`src/rtl/edf_irq_client.sv`:
```
// EDF interrupt client: offers the controller's winner to the core when its
// deadline beats the running handler's, acks claims, and tracks a nesting
// stack of absolute deadlines. Offer is registered; take -> ack next cycle.
module edf_irq_client #(
  parameter int NrIrqs  = 4,
  parameter int TsWidth = 24,
  parameter int Depth   = 4
) (
  input  logic                          clk_i,
  input  logic                          rst_i,
  input  logic [TsWidth-1:0]            mtime_i,
  input  logic                          irq_valid_i,
  input  logic [$clog2(NrIrqs)-1:0]     irq_id_i,
  input  logic [TsWidth-1:0]            irq_dl_i,
  output logic [$clog2(NrIrqs)-1:0]     irq_id_o,
  output logic                          irq_ack_o,
  output logic                          core_irq_o,
  output logic [$clog2(NrIrqs)-1:0]     core_irq_id_o,
  input  logic                          core_take_i,
  input  logic                          core_mret_i,
  output logic [$clog2(Depth+1)-1:0]    level_o,
  output logic                          err_o
);

  localparam int IdWidth  = $clog2(NrIrqs);
  localparam int LvlWidth = $clog2(Depth + 1);

  typedef enum logic [1:0] {
    IDLE  = 2'd0,
    OFFER = 2'd1,
    ACK   = 2'd2
  } state_e;

  state_e                state_q;
  logic [LvlWidth-1:0]   depth_q;
  logic [TsWidth-1:0]    stack_q [Depth];
  logic [TsWidth-1:0]    abs_q;
  logic [IdWidth-1:0]    core_irq_id_q;
  logic [IdWidth-1:0]    irq_id_q;
  logic                  core_irq_q;
  logic                  ack_q;
  logic                  err_q;

  logic [TsWidth-1:0]    top_abs;
  logic [TsWidth-1:0]    cur_rel;
  logic [TsWidth-1:0]    new_abs;
  logic                  preempt;
  logic                  do_pop;
  logic                  do_push;
  logic [LvlWidth-1:0]   depth_pop;
  logic [LvlWidth-1:0]   depth_d;

  // Select the running handler's absolute deadline (entry depth-1).
  always_comb begin
    top_abs = '0;
    for (int i = 0; i < Depth; i++) begin
      if (LvlWidth'(i + 1) == depth_q) top_abs = stack_q[i];
    end
  end

  // Preemption test and stack bookkeeping; a same-cycle mret pops before the take pushes.
  always_comb begin
    cur_rel   = top_abs - mtime_i;
    new_abs   = irq_dl_i + mtime_i;
    preempt   = irq_valid_i && (depth_q < LvlWidth'(Depth)) &&
                ((depth_q == '0) || (irq_dl_i < cur_rel));
    do_pop    = core_mret_i && (depth_q != '0);
    do_push   = (state_q == OFFER) && core_take_i;
    depth_pop = do_pop ? (depth_q - 1'b1) : depth_q;
    depth_d   = do_push ? (depth_pop + 1'b1) : depth_pop;
  end

  // Deadline stack storage: the push lands just above the post-pop top.
  always_ff @(posedge clk_i) begin
    if (rst_i) begin
      for (int i = 0; i < Depth; i++) stack_q[i] <= '0;
    end else begin
      for (int i = 0; i < Depth; i++) begin
        if (do_push && (LvlWidth'(i) == depth_pop)) stack_q[i] <= abs_q;
      end
    end
  end

  // Offer/ack FSM with registered outputs, depth counter and sticky error.
  always_ff @(posedge clk_i) begin
    if (rst_i) begin
      state_q       <= IDLE;
      depth_q       <= '0;
      abs_q         <= '0;
      core_irq_q    <= 1'b0;
      core_irq_id_q <= '0;
      ack_q         <= 1'b0;
      irq_id_q      <= '0;
      err_q         <= 1'b0;
    end else begin
      depth_q <= depth_d;
      ack_q   <= 1'b0;
      if (core_mret_i && (depth_q == '0)) err_q <= 1'b1;
      case (state_q)
        IDLE: begin
          if (preempt) begin
            state_q       <= OFFER;
            core_irq_q    <= 1'b1;
            core_irq_id_q <= irq_id_i;
            abs_q         <= new_abs;
          end
        end
        OFFER: begin
          if (core_take_i) begin
            // Claim what was on the wire this cycle, not a fresh re-latch.
            state_q    <= ACK;
            core_irq_q <= 1'b0;
            ack_q      <= 1'b1;
            irq_id_q   <= core_irq_id_q;
          end else if (preempt) begin
            core_irq_id_q <= irq_id_i;
            abs_q         <= new_abs;
          end else begin
            state_q    <= IDLE;
            core_irq_q <= 1'b0;
          end
        end
        ACK: begin
          // Gap cycle so the controller can drop its pending bit first.
          state_q <= IDLE;
        end
        default: begin
          state_q    <= IDLE;
          core_irq_q <= 1'b0;
        end
      endcase
    end
  end

  assign core_irq_o    = core_irq_q;
  assign core_irq_id_o = core_irq_id_q;
  assign irq_ack_o     = ack_q;
  assign irq_id_o      = irq_id_q;
  assign level_o       = depth_q;
  assign err_o         = err_q;

endmodule
```
`config.mk`:
```
export PLATFORM = sky130hd
export DESIGN_NAME = edf_irq_client
export DESIGN_NICKNAME = d
export VERILOG_FILES = /design/src/rtl/edf_irq_client.sv
export SDC_FILE = /design/constraint.sdc
export NUM_CORES = 1
export LEC_CHECK = 0
export BUFFER_PORTS_ARGS = -buffer_cell sky130_fd_sc_hd__buf_2
export CAP_MARGIN = 25
export CORE_MARGIN = 2
export CORE_UTILIZATION = 53
export DETAILED_ROUTE_END_ITERATION = 8
export HOLD_SLACK_MARGIN = 0.08
export PLACE_DENSITY = 0.7
export RECOVER_POWER = 50
export REMOVE_ABC_BUFFERS = 1
export SLEW_MARGIN = 20
export SYNTH_ARGS = -nofsm -noshare
export SYNTH_HDL_FRONTEND = slang
export SYNTH_SLANG_ARGS = --single-unit
```
`constraint.sdc`:
```
create_clock -name clk_i -period 8.25 [get_ports clk_i]
set_clock_uncertainty 0.05 [all_clocks]
set_input_delay 0.825 -clock clk_i [delete_from_list [all_inputs] [get_ports clk_i]]
set_output_delay 0.825 -clock clk_i [all_outputs]
set_load 0.1 [all_outputs]
```
==> metrics.csv, run 1 <==
stage,metric,value,unit
floorplanning,initial_utilization,53.6,%
route,drc,0,
timing,max_freq,143,MHz
yosys,post_synth.cell_area_avg,10.2,sq um
yosys,synth_edf_count,96,
power,powerDensity,328,nW/um^2
critical_path,critPathRequiredTime,8500,ps
floorplanning,io_pins,65,
critical_path,critical_path_class,reg -> reg,
grt,grt_max_degree,53,
job,maxCapViolations,2,
yosys,yosysUniqueCellTypes,69,
floorplanning,die-area,16900,sq um
clocking,clkTransAtPathRegs,60,ps
clocking,cts.sinks,132,
yosys,netlist_instances,829,
yosys,yosys_warnings,0,
status,violations,"capacitance limit, slew limit",
placed_design,dp_hpwl,16600,microns
status,outcome,"finished, violations left",
final_layout,finalNetCount,1022,
grt,grt_pass1_vias,6770,
critical_path,cp.arrival,7260,ps
timing,hold_viol,0,
critical_path,crit_family,compound AO/OA/AOI/OAI gates,
clocking,cts_buffer_depth,2,
clocking,root_buffer,clkbuf_16,
grt,grt_pass1_wl,36400,microns
power,power.leakage,4.02,nW
timing,timing.final.crit_share,84.9,%
clocking,post_cts_resized,0,
timing,hold_slack,432,ps
route,detail_route.wl_per_cell,21.0,microns
timing,fin_crit,7010,ps
final_layout,final_util,60.5,%
critical_path,critPathBufInv,1,
final_layout,syn2layout_area_growth,12.8,%
floorplanning,core,15700,sq um
grt,grt_overflow,0,
clocking,htree_levels,4,
critical_path,end_kind,flip-flop,
grt,grtUsageTotal,28.4,%
min_path,hp-class,reg -> reg,
final_layout,diodes,0,
critical_path,crit_path_frequent_cell,ha_1,
timing,worst_pin_slew,2400,ps
floorplanning,die_y,130,microns
yosys,synth.yosys.seq_area_share,42.8,%
final_layout,drive_gt1_share,11.9,%
clocking,clock_latency,420,ps
critical_path,path_cells,"inv_1, ha_1, and2_1, a221oi_1, ha_1, fa_1, nor2b_1, o31a_1, o21ai_0, a21boi_2, o211ai_1, a21oi_1, or4_1, nand3_1, ha_1, a21o_1, a2111oi_2, o31ai_1, o22a_1, nor2_4, or4b_1, o311ai_1",
grt,grt_antenna_before_repair,0,
route,drt_iter0_drc,593,
route,first_pass_iters,5,
route,via_per_inst,6.13,
critical_path,worstPathMaxFanout,32,
timing,slew_headroom,-59.8,%
placed_design,io_buffers,64,
timing,rsz0062_at_grt,no,
power,finalPower,3.12,mW
timing,fin_tns_setup,0,ps
floorplanning,num_rows,46,
floorplanning,die_w,130,microns
power,vdd_drop_max,0.000192,V
critical_path,startpoint_type,flip-flop,
clocking,tritoncts,built,
route,wirelength,23400,microns
route,vias,6835,
yosys,ys_ff_latch,132,
yosys,synthFlopType,edfxtp_1,
timing,setup_violations,0,
clocking,post_cts_buffers,0,
critical_path,critical-path-max-stage-delay,860,ps
critical_path,slowest_stage,nor2_4,
placed_design,place.gp.congestion,0.975,
clocking,hold_buffers,0,
timing,drv_slew,78,
route,antenna_left,0,
clocking,numCtsBuffers,17,
timing,fin_ws,1240,ps
yosys,syn_area,8430,sq um
yosys,async_reset_ff_share,0,%
placed_design,dp_slack,1320,ps
==> per-stage QoR <==
stage | std cells | area (sq um)
2_1_floorplan | 794 | 8280
3_3_place_gp | 1081 | 8950
3_5_place_dp | 1081 | 8950
4_1_cts | 1113 | 9530
5_1_grt | 1115 | 9500
6_report | 1115 | 9500
==> Yosys cell counts, types with 3 or more instances <==
cell	n	area share, %
xnor2_1	19	2.0
and3_1	32	2.4
a31oi_1	6	0.45
a21o_1	26	2.3
a211oi_1	6	0.53
clkbuf_1	31	1.4
nor4_1	3	0.22
nand4_1	4	0.30
o211ai_1	11	0.98
and2_1	70	5.2
dfxtp_1	36	8.6
a22oi_1	46	4.1
o31a_1	4	0.42
or2_2	3	0.22
nor2b_1	8	0.59
o21ai_0	52	3.1
or3_1	3	0.22
o21bai_1	3	0.27
ha_1	79	12
nand2b_1	17	1.3
or4_1	5	0.45
edfxtp_1	96	34
nand3_1	9	0.53
o21a_1	7	0.62
nand2_1	27	1.2
inv_1	36	1.6
nor3_1	12	0.71
mux2i_1	17	2.0
xor2_1	18	1.9
nor2_1	46	2.0
a21oi_1	48	2.9
==> worst paths after layout <==
check | slack [ps] | startpoint | cells after the start | to
max reg2reg | 1240 | level_o[0]$_SDFF_PP0_ | 22 | abs_q[15]$_SDFFE_PP0P_
min reg2reg | 430 | core_irq_id_o[0]$_SDFFE_PP0P_ | 2 | irq_id_o[0]$_SDFFE_PP0P_
max | 1240 | level_o[0]$_SDFF_PP0_ | 22 | abs_q[15]$_SDFFE_PP0P_
min | 430 | core_irq_id_o[0]$_SDFFE_PP0P_ | 2 | irq_id_o[0]$_SDFFE_PP0P_
==> power by group <==
group          leakage, nW  switching, mW  total (mW)  internal [mW]
Clock                0.287          0.272       0.737          0.465
Combinational         2.45          0.940        1.47          0.530
Sequential            1.29         0.0855       0.910          0.824
==> tightest hold or removal path: stages, from the launching register on <==
cell	delay [ps]
dfxtp_1	320
nand2_1	60
a21oi_1	50
==> area by class of cell <==
| type | count | area (sq um) |
|---|---|---|
| Inverter | 36 | 135 |
| Sequential cell | 132 | 3600 |
| Tap cell | 216 | 270 |
| Clock inverter | 10 | 105 |
| Timing Repair Buffer | 73 | 359 |
| Clock buffer | 22 | 474 |
| Fill cell | 1317 | 6210 |
| Multi-Input combinational cell | 626 | 4550 |
==> flip-flops by register name (all words and copies together) (netlist names) <==
signal and count:
state_q 2, stack_q 96, core_irq_id_o 2, core_irq_o 1, abs_q 24, irq_id_o 2, irq_ack_o 1, level_o 3
err_o 1
==> layout by cell type, fill, tap and decap left out, drive strengths merged, types with 18 or more instances in the layout <==
cell type,n
a22oi,46
a21o,27
buf,58
o21ai,52
clkbuf,37
edfxtp,96
and3,32
and2,71
a21oi,48
xor2,18
dfxtp,36
nand2,27
nor2,47
inv,36
xnor2,19
ha,79
==> cell families (layout without fill, tap and decap cells) <==
logic type,after synthesis,in the layout,synth area share [%]
and+or+nand+nor,255,255,17.1
AOI/OAI and AO/OA,236,236,18.8
DFF,132,132,42.8
adders and majority gates,81,81,12.2
buffers and inverters,71,141,3.28
xor gates and xnor gates,37,37,3.85
muxes,17,17,2.02
==> per-layer routing <==
| layer | track usage (%) | wire, microns |
|---|---|---|
| met5 | 0 | 0 |
| met4 | 10.9 | 638 |
| met3 | 4.67 | 1520 |
| met2 | 47.8 | 11300 |
| met1 | 37.1 | 9940 |
Power figures use the tool's default switching activity.
==> inputs of run 2 (changes only) <==
Clock period 8.25 ns to 7.19 ns, I/O delays scaled along.
==> run 2 against run 1 <==
Compared with the run above:
- the run still ends with capacitance limit, slew limit left
- clock power up 25%
- via count down 0.25%
- critical path type unchanged
- register-to-register slack worse by 810 ps
- critical path depth rose by 1
- die area unchanged
- combinational power rose by 16%
- cell count up 0.45%
- first-iteration DRC count fell by 16%
==> metrics.csv, run 2 (same netlist as run 1, synthesis figures left out) <==
stage,metric,value,unit,change
timing,fin_ws,437,ps,-807 ps
route,antenna_left,0,,unchanged
critical_path,end_kind,flip-flop,,
route,drc,0,,unchanged
floorplanning,core,15700,sq um,unchanged
clocking,cts_buffer_depth,2,,unchanged
clocking,tritoncts,built,,
clocking,htree_levels,4,,unchanged
route,drt_iter0_drc,496,,-16%
route,first_pass_iters,5,,unchanged
critical_path,critPathBufInv,2,,+1
timing,drv_slew,48,,-38%
power,power.leakage,4.07,nW,+1.2%
critical_path,reg2reg_slack,440,ps,-810 ps
timing,rsz0062_at_grt,no,,
final_layout,finalNetCount,1027,,+0.49%
floorplanning,num_rows,46,,unchanged
floorplanning,die_y,130,microns,unchanged
final_layout,largest_reg_flops,96,,unchanged
min_path,worstHoldStart,core_irq_id_o[0]$_SDFFE_PP0P_,,
grt,grt_util_met1,35.1,%,-2.0 points
critical_path,critical-path-max-stage-delay,600,ps,-260 ps
job,maxCapViolations,2,,unchanged
min_path,hold_depth,2,,unchanged
power,powerDensity,381,nW/um^2,+16%
critical_path,startpoint_type,flip-flop,,
route,wirelength,23200,microns,-1.1%
final_layout,syn2layout_area_growth,14.2,%,
min_path,hp-class,reg -> reg,,
timing,fin_crit,6750,ps,-253 ps
critical_path,reg2reg_depth,23,,+4.5%
clocking,post_cts_buffers,0,,unchanged
status,outcome,"finished, violations left",,
final_layout,layout_common_cells,"edfxtp_1 (96), ha_1 (79), buf_2 (54), o21ai_0 (52)",,
critical_path,slowest_stage,nor4_1,,
clocking,clkTransAtPathRegs,60,ps,about the same
critical_path,crit_path_frequent_cell,ha_1,,
final_layout,drive_gt1_share,13.1,%,+1.2 points
clocking,numCtsBuffers,17,,unchanged
final_layout,regMostFlops,stack_q,,
placed_design,dp_slack,272,ps,-1050 ps
grt,grtUsageTotal,28.4,%,-0.050 points
critical_path,critical_path_class,reg -> reg,,
final_layout,final_util,61.2,%,+0.76 points
floorplanning,io_pins,65,,unchanged
critical_path,worstPathMaxFanout,29,,-9.4%
placed_design,dp_hpwl,16600,microns,about the same
final_layout,final_common_cell,edfxtp_1,,
critical_path,r2r-start,level_o[0]$_SDFF_PP0_,,
critical_path,crit_family,simple AND/OR/NAND/NOR gates,,
placed_design,place.gp.congestion,0.945,,-3.0%
status,violations,"capacitance limit, slew limit",,
grt,busiest_layer,met2,,
timing,fin_tns_setup,0,ps,unchanged
timing,max_freq,148,MHz,+3.7%
power,finalPower,3.66,mW,+18%
grt,grt_pass1_wl,35600,microns,-2.2%
grt,grt_pass1_vias,6719,,-0.75%
min_path,whs_endpoint,irq_id_o[0]$_SDFFE_PP0P_,,
timing,timing.final.crit_share,93.9,%,+9.0 points
clocking,cts.sinks,132,,unchanged
timing,setup_violations,0,,unchanged
timing,worst_pin_slew,1790,ps,-609 ps
route,detail_route.wl_per_cell,20.7,microns,-1.6%
grt,grt_use_met3,5.78,%,+1.1 points
clocking,root_buffer,clkbuf_16,,
floorplanning,die_w,130,microns,unchanged
timing,slew_headroom,-19.6,%,+40 points
grt,grtUsageMet2,47.6,%,-0.12 points
critical_path,path_cells,"inv_1, ha_1, nor3b_4, a22oi_1, o21ai_0, ha_1, and2_4, a221oi_2, a21boi_1, o22a_2, o311ai_2, a41oi_2, and4_4, or3_1, ha_1, nand4_1, nor4_1, o211ai_1, nand2_1, nor2_4, buf_4, mux2i_1, nor2_1",,
grt,grt_overflow,0,,unchanged
route,vias,6818,,-0.25%
timing,hold_viol,0,,unchanged
grt,grt_max_degree,53,,unchanged
critical_path,r2r-end,abs_q[4]$_SDFFE_PP0P_,,
clocking,clock_latency,420,ps,about the same
critical_path,critPathRequiredTime,7420,ps,-1080 ps
floorplanning,initial_utilization,53.6,%,unchanged
grt,grt_antenna_before_repair,1,,+1
placed_design,io_buffers,64,,unchanged
timing,hold_slack,427,ps,-4.42 ps
final_layout,diodes,0,,unchanged
route,via_per_inst,6.09,,-0.69%
critical_path,cp.arrival,6990,ps,-270 ps
power,vdd_drop_max,0.000200,V,+4.5%
floorplanning,die-area,16900,sq um,unchanged
## run 2: changes by cell type in the layout (fill, tap and decap cells not counted), moves of 2 or more
cell / before / now
clkinv_2: 5 / 2
clkbuf_1: 17 / 12
bufinv_16: 2 / 4
and2_0: 18 / 22
and2_1: 52 / 48
buf_4: 5 / 12
clkinvlp_4: 1 / 4
## run 2: stage by stage
stage / area [sq um] / instances
after floorplan: 8280 / 794
after global placement: 8990 / 1087
after detailed placement: 8990 / 1087
after CTS: 9630 / 1119
after global routing: 9620 / 1120
final: 9620 / 1120
## run 2: metal layers
metal  wire [microns]  vias to the layer above
li1                 -                     3225
met1             9300                     3230
met2            11100                      285
met3             1740                       76
met4              991                        2
met5               13                        -
## run 2: how the worst max path moves through the flow
| stage | start | to | cells after the start |
|---|---|---|---|
| 6_report | level_o[0]$_SDFF_PP0_ | abs_q[4]$_SDFFE_PP0P_ | 23 |
| 5_1_grt | level_o[0]$_SDFF_PP0_ | abs_q[2]$_SDFFE_PP0P_ | 23 |
| 4_1_cts | level_o[0]$_SDFF_PP0_ | abs_q[2]$_SDFFE_PP0P_ | 23 |
| 3_5_place_dp | level_o[0]$_SDFF_PP0_ | abs_q[2]$_SDFFE_PP0P_ | 23 |
| 3_3_place_gp | level_o[0]$_SDFF_PP0_ | abs_q[3]$_SDFFE_PP0P_ | 23 |
| 2_1_floorplan | level_o[1]$_SDFF_PP0_ | abs_q[15]$_SDFFE_PP0P_ | 21 |
## run 2: final cells by class
cell class                 count  area (sq um)
fill                        1333          6090
inverter                      36           135
multi-input combinational    626          4560
tap                          216           270
timing repair buffer          78           417
clock buffer                  20           457
clock inverter                12           178
sequential                   132          3600
## run 2: repair_timing
item,4_1_cts,5_1_grt
endpoints found under the setup margin,0,22
gates resized for setup,0,2
hold buffers,0,0
## run 2: worst min-delay path, stage by stage (launching register included)
cell     delay [ps]
dfxtp_1         320
nand2_1          60
a21oi_1          50
## run 2: report_power, final
part	switching, mW	internal (mW)	total [mW]
Combinational	1.07	0.627	1.70
Sequential	0.0970	0.945	1.04
Clock	0.324	0.598	0.922
Total	1.49	2.17	3.66
==> inputs of run 3 (changes only) <==
Settings changed: CORE_ASPECT_RATIO set to 2, CTS_BUF_LIST set to sky130_fd_sc_hd__clkbuf_2.
==> run 3 against run 2 <==
Compared with the run above:
- the run still ends with capacitance limit, slew limit left
- non-clock buffer count fell by 2
- clock power fell by 51%
- cell count fell by 1.4%
- sequential share of layout area rose by 1.9 points
- critical path depth rose by 4
- sequential power barely moved
- register-to-register slack got worse by 80 ps
- fmax fell by 1.1%
- die area rose by 0.36%
- via count rose by 1.9%
- combinational power barely moved
- worst setup slack got worse by 77 ps
- largest power group unchanged
- highest routed layer is now met4
==> metrics.csv, run 3 (same netlist as run 1, synthesis figures left out) <==
stage,metric,value,unit,change
grt,grt_pass1_wl,39400,microns,+11%
floorplanning,die_y,182,microns,+40%
timing,fin_tns_setup,0,ps,unchanged
timing,timing.final.crit_share,95.0,%,+1.1 points
final_layout,syn2layout_area_growth,8.75,%,
critical_path,end_kind,flip-flop,,
power,finalPower,3.23,mW,-12%
floorplanning,initial_utilization,53.7,%,+0.056 points
placed_design,dp_hpwl,19400,microns,+17%
final_layout,drive_gt1_share,12.2,%,-0.86 points
timing,hold_slack,159,ps,-269 ps
final_layout,largest_reg_flops,96,,unchanged
timing,fin_ws,359,ps,-77.2 ps
route,via_per_inst,6.29,,+3.4%
route,antenna_left,0,,unchanged
timing,max_freq,146,MHz,-1.1%
final_layout,final_util,58.4,%,-2.9 points
floorplanning,io_pins,65,,unchanged
clocking,htree_levels,4,,unchanged
status,outcome,"finished, violations left",,
grt,grt_antenna_before_repair,1,,unchanged
grt,grt_max_degree,53,,unchanged
critical_path,reg2reg_slack,360,ps,-80 ps
status,violations,"capacitance limit, slew limit",,
grt,grt_overflow,0,,unchanged
clocking,numCtsBuffers,17,,unchanged
floorplanning,core,15700,sq um,-0.10%
critical_path,worstPathMaxFanout,27,,-6.9%
route,drc,0,,unchanged
critical_path,critical_path_class,reg -> reg,,
power,power.leakage,3.89,nW,-4.5%
critical_path,cp.arrival,7370,ps,+380 ps
timing,hold_viol,0,,unchanged
timing,slew_headroom,-99.1,%,-80 points
final_layout,finalNetCount,1025,,-0.19%
final_layout,layout_common_cells,"edfxtp_1 (96), ha_1 (79), buf_2 (54), o21ai_0 (52), a21oi_1 (48)",,
final_layout,final_common_cell,edfxtp_1,,
critical_path,critPathRequiredTime,7730,ps,+310 ps
clocking,post_cts_buffers,0,,unchanged
floorplanning,num_rows,65,,+41%
grt,grtUsageTotal,31.5,%,+3.1 points
clocking,hold_buffers,0,,unchanged
floorplanning,die-area,17000,sq um,+0.36%
clocking,clock_latency,740,ps,+320 ps
final_layout,fin_area,9160,sq um,-4.8%
critical_path,startpoint_type,flip-flop,,
route,first_pass_iters,6,,+1
route,wirelength,26100,microns,+13%
timing,drv_slew,76,,+58%
timing,setup_violations,0,,unchanged
grt,grt_pass1_vias,7085,,+5.4%
clocking,clkTransAtPathRegs,270,ps,+210 ps
route,drt_iter0_drc,572,,+15%
clocking,post_cts_resized,0,,unchanged
timing,rsz0062_at_grt,no,,
clocking,tritoncts,built,,
placed_design,placedInstanceArea,8980,sq um,-0.18%
power,powerDensity,352,nW/um^2,-7.5%
final_layout,regMostFlops,stack_q,,
placed_design,dp_cells,1071,,-1.5%
min_path,hp-class,in -> reg,,
placed_design,dp_slack,516,ps,+244 ps
clocking,root_buffer,clkbuf_2,,
clocking,cts_buffer_depth,2,,unchanged
timing,fin_crit,6830,ps,+77.2 ps
floorplanning,die_w,93.2,microns,-28%
power,vdd_drop_max,0.000217,V,+8.2%
placed_design,place.gp.congestion,1.08,,+14%
route,vias,6947,,+1.9%
clocking,cts.sinks,132,,unchanged
placed_design,io_buffers,64,,unchanged
timing,worst_pin_slew,2960,ps,+1180 ps
final_layout,instances_no_fill,1104,,-1.4%
job,maxCapViolations,3,,+1
route,detail_route.wl_per_cell,23.6,microns,+14%
-- run 3: cell types whose count changed in the layout (fill, tap and decap cells not counted), moves of 3 or more --
cell / previous run / this run
clkbuf_16: 17 / 0
buf_4: 12 / 6
inv_6: 1 / 6
clkinvlp_4: 4 / 1
clkbuf_1: 12 / 15
bufinv_16: 4 / 1
clkbuf_2: 0 / 17
-- run 3: worst paths after layout --
check,start,to,cells past startpoint
max,level_o[0]$_SDFF_PP0_,abs_q[9]$_SDFFE_PP0P_,27
min,irq_id_i[0],core_irq_id_o[0]$_SDFFE_PP0P_,3
max reg2reg,level_o[0]$_SDFF_PP0_,abs_q[9]$_SDFFE_PP0P_,27
min reg2reg,core_irq_id_o[1]$_SDFFE_PP0P_,irq_id_o[1]$_SDFFE_PP0P_,2
-- run 3: power by group --
group | switching, mW | internal (mW) | leakage, nW
Clock | 0.320 | 0.135 | 0.140
Combinational | 1.10 | 0.624 | 2.46
Sequential | 0.111 | 0.943 | 1.29
-- run 3: layer usage --
metal	routed length, microns	global-route usage (%)
met3	1280	5.66
met2	13000	53.1
met1	8820	32.2
met4	2970	29.1
met5	0	0
-- run 3: cell type report --
type                            instances  area (sq um)
Antenna cell                            1          2.50
Clock buffer                           17          85.1
Clock inverter                         15           141
Fill cell                            1395          6530
Inverter                               36           135
Multi-Input combinational cell        626          4550
Sequential cell                       132          3600
Tap cell                              201           251
Timing Repair Buffer                   76           392
-- run 3: critical path: stages, from the launching register on --
cell and delay [ps]:
dfxtp_1 490, inv_1 140, ha_1 250, nor2b_2 190, buf_4 260, a22oi_1 180
nor2_1 60, a221oi_1 570, ha_1 310, fa_1 220, nor2b_1 70, o31a_1 260
o21ai_0 320, a21boi_2 140, o211ai_1 280, a21oi_1 220, nor4b_1 360, nor3_1 120
ha_1 190, a21o_1 150, a21o_1 180, a2111oi_2 350, o31ai_1 130, o22a_1 240
nor2_4 230, buf_4 400, mux2i_1 250, nor2_1 70
